**config.mk**
```make
export PLATFORM = sky130hd
export DESIGN_NAME = apb4_mem_slave
export DESIGN_NICKNAME = d
export VERILOG_FILES = /design/src/rtl/apb4_mem_slave.sv
export SDC_FILE = /design/constraint.sdc
export NUM_CORES = 1
export LEC_CHECK = 0
export BUFFER_PORTS_ARGS = -buffer_cell sky130_fd_sc_hd__buf_2
export CAP_MARGIN = 40
export CORE_ASPECT_RATIO = 1.75
export CORE_MARGIN = 2
export CORE_UTILIZATION = 58
export CTS_BUF_LIST = sky130_fd_sc_hd__clkbuf_2
export DETAILED_ROUTE_END_ITERATION = 6
export GPL_ROUTABILITY_DRIVEN = 0
export PLACE_DENSITY = 0.9
export SYNTH_ARGS = -nofsm -noshare
export SYNTH_HDL_FRONTEND = slang
export SYNTH_SLANG_ARGS = --single-unit
export TNS_END_PERCENT = 50
```
**constraint.sdc**
```tcl
create_clock -name PCLK -period 2.5 [get_ports PCLK]
set_clock_uncertainty 0.1 [all_clocks]
set_input_delay 0.125 -clock PCLK [delete_from_list [all_inputs] [get_ports PCLK]]
set_output_delay 0.125 -clock PCLK [all_outputs]
set_load 0.05 [all_outputs]
```
**src/rtl/apb4_mem_slave.sv**
```systemverilog
// APB4 word-addressed memory slave with configurable wait states and byte strobes.
// Define APB4_MEM_SLAVE_SLVERR_EN to flag out-of-range or misaligned addresses with PSLVERR.
module apb4_mem_slave #(
    parameter int DATA_WIDTH  = 32,
    parameter int ADDR_WIDTH  = 5,
    parameter int WAIT_STATES = 0
) (
    input  logic                    PCLK,
    input  logic                    PRESETn,
    input  logic                    PSEL,
    input  logic                    PENABLE,
    input  logic [31:0]             PADDR,
    input  logic                    PWRITE,
    input  logic [DATA_WIDTH-1:0]   PWDATA,
    input  logic [DATA_WIDTH/8-1:0] PSTRB,
    output logic [DATA_WIDTH-1:0]   PRDATA,
    output logic                    PREADY,
    output logic                    PSLVERR
);
    // state  | meaning
    // IDLE   | no transfer in progress, waiting for a setup phase
    // ACCESS | access phase, counting down wait states before PREADY

    localparam int STRB_W = DATA_WIDTH / 8;
    localparam int LSB    = $clog2(STRB_W);
    localparam int DEPTH  = 2 ** ADDR_WIDTH;

    typedef enum logic {
        S_IDLE   = 1'b0,
        S_ACCESS = 1'b1
    } state_e;

    state_e                  state_q, state_d;
    logic [3:0]              cnt_q, cnt_d;
    logic [ADDR_WIDTH-1:0]   idx;
    logic                    addr_err;
    logic                    xfer_done;
    logic                    wr_en;
    logic [DATA_WIDTH-1:0]   mem_q [DEPTH];

    assign idx = PADDR[LSB +: ADDR_WIDTH];

`ifdef APB4_MEM_SLAVE_SLVERR_EN
    localparam logic [31:0] IDX_MASK = 32'((2 ** ADDR_WIDTH - 1) << LSB);
    assign addr_err = |(PADDR & ~IDX_MASK);
`else
    logic unused_paddr;
    assign unused_paddr = ^PADDR;
    assign addr_err     = 1'b0;
`endif

    always_ff @(posedge PCLK) begin
        if (!PRESETn) begin
            state_q <= S_IDLE;
            cnt_q   <= 4'd0;
        end else begin
            state_q <= state_d;
            cnt_q   <= cnt_d;
        end
    end

    always_comb begin
        state_d = state_q;
        cnt_d   = cnt_q;
        case (state_q)
            S_IDLE: begin
                if (PSEL && !PENABLE) begin
                    state_d = S_ACCESS;
                    cnt_d   = 4'(WAIT_STATES);
                end
            end
            S_ACCESS: begin
                if (!PSEL) begin
                    state_d = S_IDLE;
                    cnt_d   = 4'd0;
                end else if (cnt_q != 4'd0) begin
                    cnt_d = cnt_q - 4'd1;
                end else if (PENABLE) begin
                    state_d = S_IDLE;
                end
            end
            default: begin
                state_d = S_IDLE;
                cnt_d   = 4'd0;
            end
        endcase
    end

    // Reset held during the completion cycle aborts the transfer, so it also masks completion.
    always_comb begin
        xfer_done = PRESETn && (state_q == S_ACCESS) && (cnt_q == 4'd0) && PSEL && PENABLE;
        PREADY    = xfer_done;
        PSLVERR   = xfer_done && addr_err;
        wr_en     = xfer_done && PWRITE && !addr_err;
        PRDATA    = (xfer_done && !PWRITE && !addr_err) ? mem_q[idx] : '0;
    end

    always_ff @(posedge PCLK) begin
        if (wr_en) begin
            for (int b = 0; b < STRB_W; b++) begin
                if (PSTRB[b]) mem_q[idx][b*8 +: 8] <= PWDATA[b*8 +: 8];
            end
        end
    end

endmodule

```
* Word level (Yosys, flattened, before mapping)
Memories as Yosys holds them, arrays and structs flattened.
Cells that the tools add are included.
** Operators by class
- Add/sub/neg operators :: 1
- $mul :: 0
- Div/mod/pow operators :: 0
- Magnitude comparators :: 0
- Equality and inequality tests :: 2
- Shift-type cells :: 0
- Muxes and demuxes :: 22
- Bitwise gates (word level) :: 1
- Reductions and logical operators :: 12
** Operators with widths (number)
- $mux 32 :: 1
- $mux 1 :: 16
- $mux 4 :: 3
- $pmux 4 s2 :: 1
- $logic_and 1x1->1 :: 7
- $logic_not 4->1 :: 1
- $reduce_bool 4->1 :: 1
- $sub 4x1->4 const B :: 1
- $ne 3x2->1 const B :: 1
- $logic_not 1->1 :: 2
- $ne 2x2->1 const B :: 1
- $pmux 1 s2 :: 1
- $reduce_and 2->1 :: 1
- $not 1->1 :: 1
** Storage, ports and cells
- Register bits after elaboration :: 5
- Latch bits :: 0
- Memory bits (writable) :: 1024
- ROM bits :: 0
- Bits of input ports :: 73
- Output and inout bits :: 34
- Memories kept :: 1
** Memory list
- mem_q :: words 32, bits a word 32, read ports 1, clocked after memory_dff 0, write ports 1, line 39 : logic [DATA_WIDTH-1:0] mem_q [DEPTH];

* Logic depth before layout (Yosys ltp)
- Depth after elaboration :: 7
- Gate-level depth with buffers :: 9
- Depth with buffers taken out :: 6

* Worst setup path before layout
No wires, ideal clock.
- Path type :: reg-to-output
- Start point :: register cnt_q[0]
- End point :: output PRDATA[11]
- Arrival :: 2.949 ns
- Setup slack :: -0.674 ns
- Stages on the path, launching flop included :: 9
- Buffers on the path :: 2
- Cell sequence :: dfxtp_1 -> inv_1 -> ha_1 -> or3b_1 -> buf_6 -> or3_4 -> buf_6 -> a311o_1 -> a211oi_1
** Between the ends
- Cells in the longest elaborated chain, start to end :: 6
** RTL lines
- from (decl) :: line 34 : logic [3:0] cnt_q, cnt_d;
- from (signal assigned) :: line 58 : cnt_q <= cnt_d;
- $logic_not 4->1 :: line 91 : xfer_done = PRESETn && (state_q == S_ACCESS) && (cnt_q == 4'd0) && PSEL && PENABLE;
- $logic_and 1x1->1 (3 in a row) :: line 91
- $logic_and 1x1->1 :: line 95 : PRDATA = (xfer_done && !PWRITE && !addr_err) ? mem_q[idx] : '0;
- $mux 32 :: line 95
- to (decl) :: line 16 : output logic [DATA_WIDTH-1:0] PRDATA,
Every way passes these cells.

* Worst setup path after layout
- Start point :: register cnt_q[1]
- End point :: output PRDATA[17]
The elaborated chain is that of the path after synthesis.

==> impl_results.html <==
<table>
<tr><th>Metric</th><th>Value</th></tr>
<tr><th colspan="2">Run status</th></tr>
<tr><td>Result of the run</td><td>complete, but fails checks</td></tr>
<tr><td>Violations in the final reports</td><td>negative setup slack</td></tr>
<tr><th colspan="2">Pwr</th></tr>
<tr><td>Power Dens Cells</td><td>634 nW/um2</td></tr>
<tr><td>Sequential share of power</td><td>60.7%</td></tr>
<tr><td>Static leakage</td><td>16.2 nW</td></tr>
<tr><td>Design Power</td><td>31.2 mW</td></tr>
<tr><td>Logic pwr share</td><td>6.6%</td></tr>
<tr><td>Peak ir drop on the vdd network</td><td>0.000361 V</td></tr>
<tr><td>Clock network power share</td><td>32.7%</td></tr>
<tr><td>Internal power component</td><td>23.1 mW</td></tr>
<tr><td>Sw Ratio</td><td>25.9%</td></tr>
<tr><td>Total net switching power</td><td>8.08 mW</td></tr>
<tr><th colspan="2">Setup path</th></tr>
<tr><td>Data required time of the worst path</td><td>2280 ps</td></tr>
<tr><td>Critical path launch point type</td><td>flop</td></tr>
<tr><td>Crit-path slowest cell</td><td>or3_4</td></tr>
<tr><td>Critical path, cell by cell</td><td>inv_2 &gt; ha_4 &gt; or3b_4 &gt; or3_4 &gt; buf_12 &gt; a211o_1 &gt; a221oi_4 &gt; buf_6</td></tr>
<tr><td>Crit-path max FO</td><td>14</td></tr>
<tr><td>Top Family by Delay on Critical Path</td><td>simple AND/OR/NAND/NOR gates</td></tr>
<tr><td>Kind of capture point of the worst setup path</td><td>output pin</td></tr>
<tr><td>Setup Crit Path Kind</td><td>reg -&gt; out</td></tr>
<tr><td>Buf/Inv on CP</td><td>3</td></tr>
<tr><td>Worst path max stage delay</td><td>460 ps</td></tr>
<tr><td>Arrival time of the worst setup path</td><td>3820 ps</td></tr>
<tr><th colspan="2">Detailed routing</th></tr>
<tr><td>Post-detailed-route count of antenna-violating nets</td><td>0</td></tr>
<tr><td>Detailed-route via count</td><td>24259</td></tr>
<tr><td>First-pass iteration count of the detailed router</td><td>7</td></tr>
<tr><td>Wire length per cell</td><td>36.1 um</td></tr>
<tr><td>Number of remaining DRC errors</td><td>0</td></tr>
<tr><td>Number of vias per cell</td><td>7.01</td></tr>
<tr><td>Starting DRC count in detailed routing</td><td>4307</td></tr>
<tr><td>WL final</td><td>125000 um</td></tr>
<tr><th colspan="2">Finish</th></tr>
<tr><td>Leading cell type in the layout, fill and taps excluded</td><td>edfxtp_1</td></tr>
<tr><td>Highest-count cells in the layout ignoring fill and taps</td><td>1024 x edfxtp_1, 266 x clkbuf_2, 252 x mux4_2</td></tr>
<tr><td>Fraction of final layout cells sized beyond drive strength 1</td><td>43.1%</td></tr>
<tr><td>Final layout net count</td><td>2479</td></tr>
<tr><td>Number of inserted filler cells in the final layout</td><td>3416</td></tr>
<tr><td>Area used by multi-input combinational logic</td><td>9700 um2</td></tr>
<tr><td>Layout overhead on the synthesized area</td><td>22.4%</td></tr>
<tr><td>Register area</td><td>30900 um2</td></tr>
<tr><th colspan="2">Yosys</th></tr>
<tr><td>Yosys warning total</td><td>0</td></tr>
<tr><td>Prevailing post-synth register cell</td><td>edfxtp_1</td></tr>
<tr><td>Area of the mapped netlist</td><td>40200 um2</td></tr>
<tr><td>Post-Syn Instances</td><td>1829</td></tr>
<tr><td>Syn avg cell area</td><td>22.0 um2</td></tr>
<tr><td>Number of distinct standard cells referenced by the synthesized netlist</td><td>54</td></tr>
<tr><td>Net Count, Synth</td><td>1904</td></tr>
<tr><td>Post-synth ARST share</td><td>0%</td></tr>
<tr><td>Flip-flop and latch count after synthesis</td><td>1029</td></tr>
<tr><td>Sequential area share after synthesis</td><td>76.8%</td></tr>
<tr><td>Number of flops mapped to enable cells by yosys</td><td>1024</td></tr>
<tr><th colspan="2">Floorplan</th></tr>
<tr><td>Number of core rows</td><td>127</td></tr>
<tr><td>Total Die Area</td><td>71500 um2</td></tr>
<tr><td>Die width</td><td>203 um</td></tr>
<tr><td>Initial standard-cell utilization of the core</td><td>58.7%</td></tr>
<tr><td>Chip Height</td><td>352 um</td></tr>
<tr><td>Area of the placeable core</td><td>68500 um2</td></tr>
<tr><td>Number of placed I/O pins</td><td>107</td></tr>
<tr><th colspan="2">Clock tree</th></tr>
<tr><td>Clock Sink Count</td><td>1029</td></tr>
<tr><td>Clock network latency to the later pin of the worst-skew pair</td><td>1430 ps</td></tr>
<tr><td>Clock tree from TritonCTS</td><td>done</td></tr>
<tr><td>Maximum clock path buffer count</td><td>3</td></tr>
<tr><td>H-Tree Level Count</td><td>4</td></tr>
<tr><td>Clock tree root driver cell</td><td>clkbuf_2</td></tr>
<tr><td>CTS clock-pin slew for the worst setup and hold paths</td><td>180 ps</td></tr>
<tr><td>TritonCTS Buffers</td><td>195</td></tr>
<tr><th colspan="2">STA</th></tr>
<tr><td>Maximum operating frequency</td><td>0.247 GHz</td></tr>
<tr><td>Period minus WS final</td><td>4050 ps</td></tr>
<tr><td>Slew margin rel.</td><td>20.2%</td></tr>
<tr><td>Setup slack after layout</td><td>-1550 ps</td></tr>
<tr><td>RSZ-0062 raised after global routing</td><td>true</td></tr>
<tr><td>Max-slew violation count</td><td>0</td></tr>
<tr><td>Transition time of the tightest slew-check pin</td><td>1190 ps</td></tr>
<tr><td>Final worst-path cycle share</td><td>162%</td></tr>
<tr><td>Fin. Hold Viols</td><td>0</td></tr>
<tr><td>Number of setup violations in the final report</td><td>1052</td></tr>
<tr><th colspan="2">Global route</th></tr>
<tr><td>Number of global-route vias before repair</td><td>24226</td></tr>
<tr><td>Initial antenna violation count</td><td>5</td></tr>
<tr><td>Total global-route track usage</td><td>32.2%</td></tr>
<tr><td>Total congestion overflow</td><td>0</td></tr>
<tr><td>Maximum number of pins on one net before global-route repair</td><td>44</td></tr>
<tr><td>First-pass GRT wire length</td><td>164000 um</td></tr>
<tr><th colspan="2">Placed design</th></tr>
<tr><td>Half-perimeter wire length of the detailed placement result</td><td>63600 um</td></tr>
<tr><td>Number of buffer cells added on primary ports</td><td>78</td></tr>
<tr><td>Pre-CTS setup slack</td><td>-171 ps</td></tr>
<tr><th colspan="2">Flow run</th></tr>
<tr><td>Maximum capacitance violations</td><td>0</td></tr>
<tr><th colspan="2">Min path</th></tr>
<tr><td>Hold WC Path Type</td><td>in -&gt; reg</td></tr>
</table>
==> synthesized netlist by cell type (all sizes together), types with 7 or more instances <==
cell type	instances	area, um2
o22ai	33	206
a221oi	27	399
nand2	33	124
nand3	10	50.1
a211o	27	238
nor2b	7	43.8
mux2i	90	901
mux4	252	5680
buf	69	424
edfxtp	1024	30700
clkbuf	42	218
nor2	140	526
==> logic make-up after synthesis <==
| kind of cell | share of synthesized area [%] |
|---|---|
| buffers and inverters | 1.63 |
| AND/OR/NAND/NOR | 2.33 |
| multiplexers | 16.5 |
| flip-flops | 76.8 |
| AO/OA/AOI/OAI | 2.68 |
| adder cells (fa/ha/maj) | 0.0623 |
| other | 0.00933 |
==> per-layer routing <==
layer	up-vias	global-route usage [%]	part of all wire, %
li1	8957	-	-
met1	11843	37.4	29
met2	2653	51.8	48
met3	800	8.00	13
met4	6	23.9	9.8
met5	-	0	0.065
==> area by class of cell <==
class                      count  share of cell area [%]
inverter                       4                  0.0305
multi-input combinational    685                    19.7
antenna                        4                  0.0204
sequential                  1029                    62.8
tap                          903                    2.30
clock inverter                80                   0.886
clock buffer                 266                    2.71
timing repair buffer         489                    11.6
==> worst register-to-register path: stages (launching register included) <==
cell and delay, ps:
dfxtp_2 350, inv_2 80, ha_4 140, or3b_4 390, buf_4 190, nor3_4 170
buf_6 190, buf_12 120, nand2_8 110, buf_12 200, nor2_4 220, buf_6 200
==> timing repair <==
action | 4_1_cts | 5_1_grt
buffers inserted | 5 | 2
endpoints found under the setup margin | 761 | 1057
pin swaps | 10 | 13
hold buffers | 115 | 0
gates cloned | 6 | 5
endpoints found under the hold margin | 2053 | 0
resized for setup | 197 | 97
==> state kept, by name (all words and copies together), names as in the netlist <==
name and cells:
mem_q 1024, state_q 1, cnt_q 4
==> final timing paths <==
check                           cells after the start             to  startpoint  slack (ps)
worst min-delay path                                4  mem_q[11][25]  PWDATA[25]          40
worst max-delay path                                8     PRDATA[17]    cnt_q[1]       -1550
worst min register to register                      2        state_q     state_q         470
worst max register to register                     11  mem_q[26][25]    cnt_q[1]        -310
==> power by group through the flow <==
stage / Sequential [mW] / Clock [mW] / Combinational [mW]
3_3_place_gp: 19.3 / 0 / 1.57
6_report: 18.9 / 10.2 / 2.07
3_5_place_dp: 19.3 / 0 / 1.66
2_1_floorplan: 19.3 / 0 / 0.913
5_1_grt: 18.9 / 10.8 / 2.11
4_1_cts: 18.9 / 9.53 / 1.88
==> through the flow <==
step | area, um2 | setup TNS, ps | util (%) | std cells | hold WS [ps]
2_1_floorplan | 40700 | -37320 | - | 1829 | 124
3_3_place_gp | 44400 | -305 | 64.8 | 2964 | 279
3_5_place_dp | 44400 | -11590 | 64.8 | 2964 | 293
4_1_cts | 48400 | -111340 | 70.7 | 3436 | 16.6
5_1_grt | 49200 | -213540 | 71.8 | 3459 | 46.4
6_report | 49200 | -196130 | 71.8 | 3460 | 35.2
(Power assumes the default switching activity.)
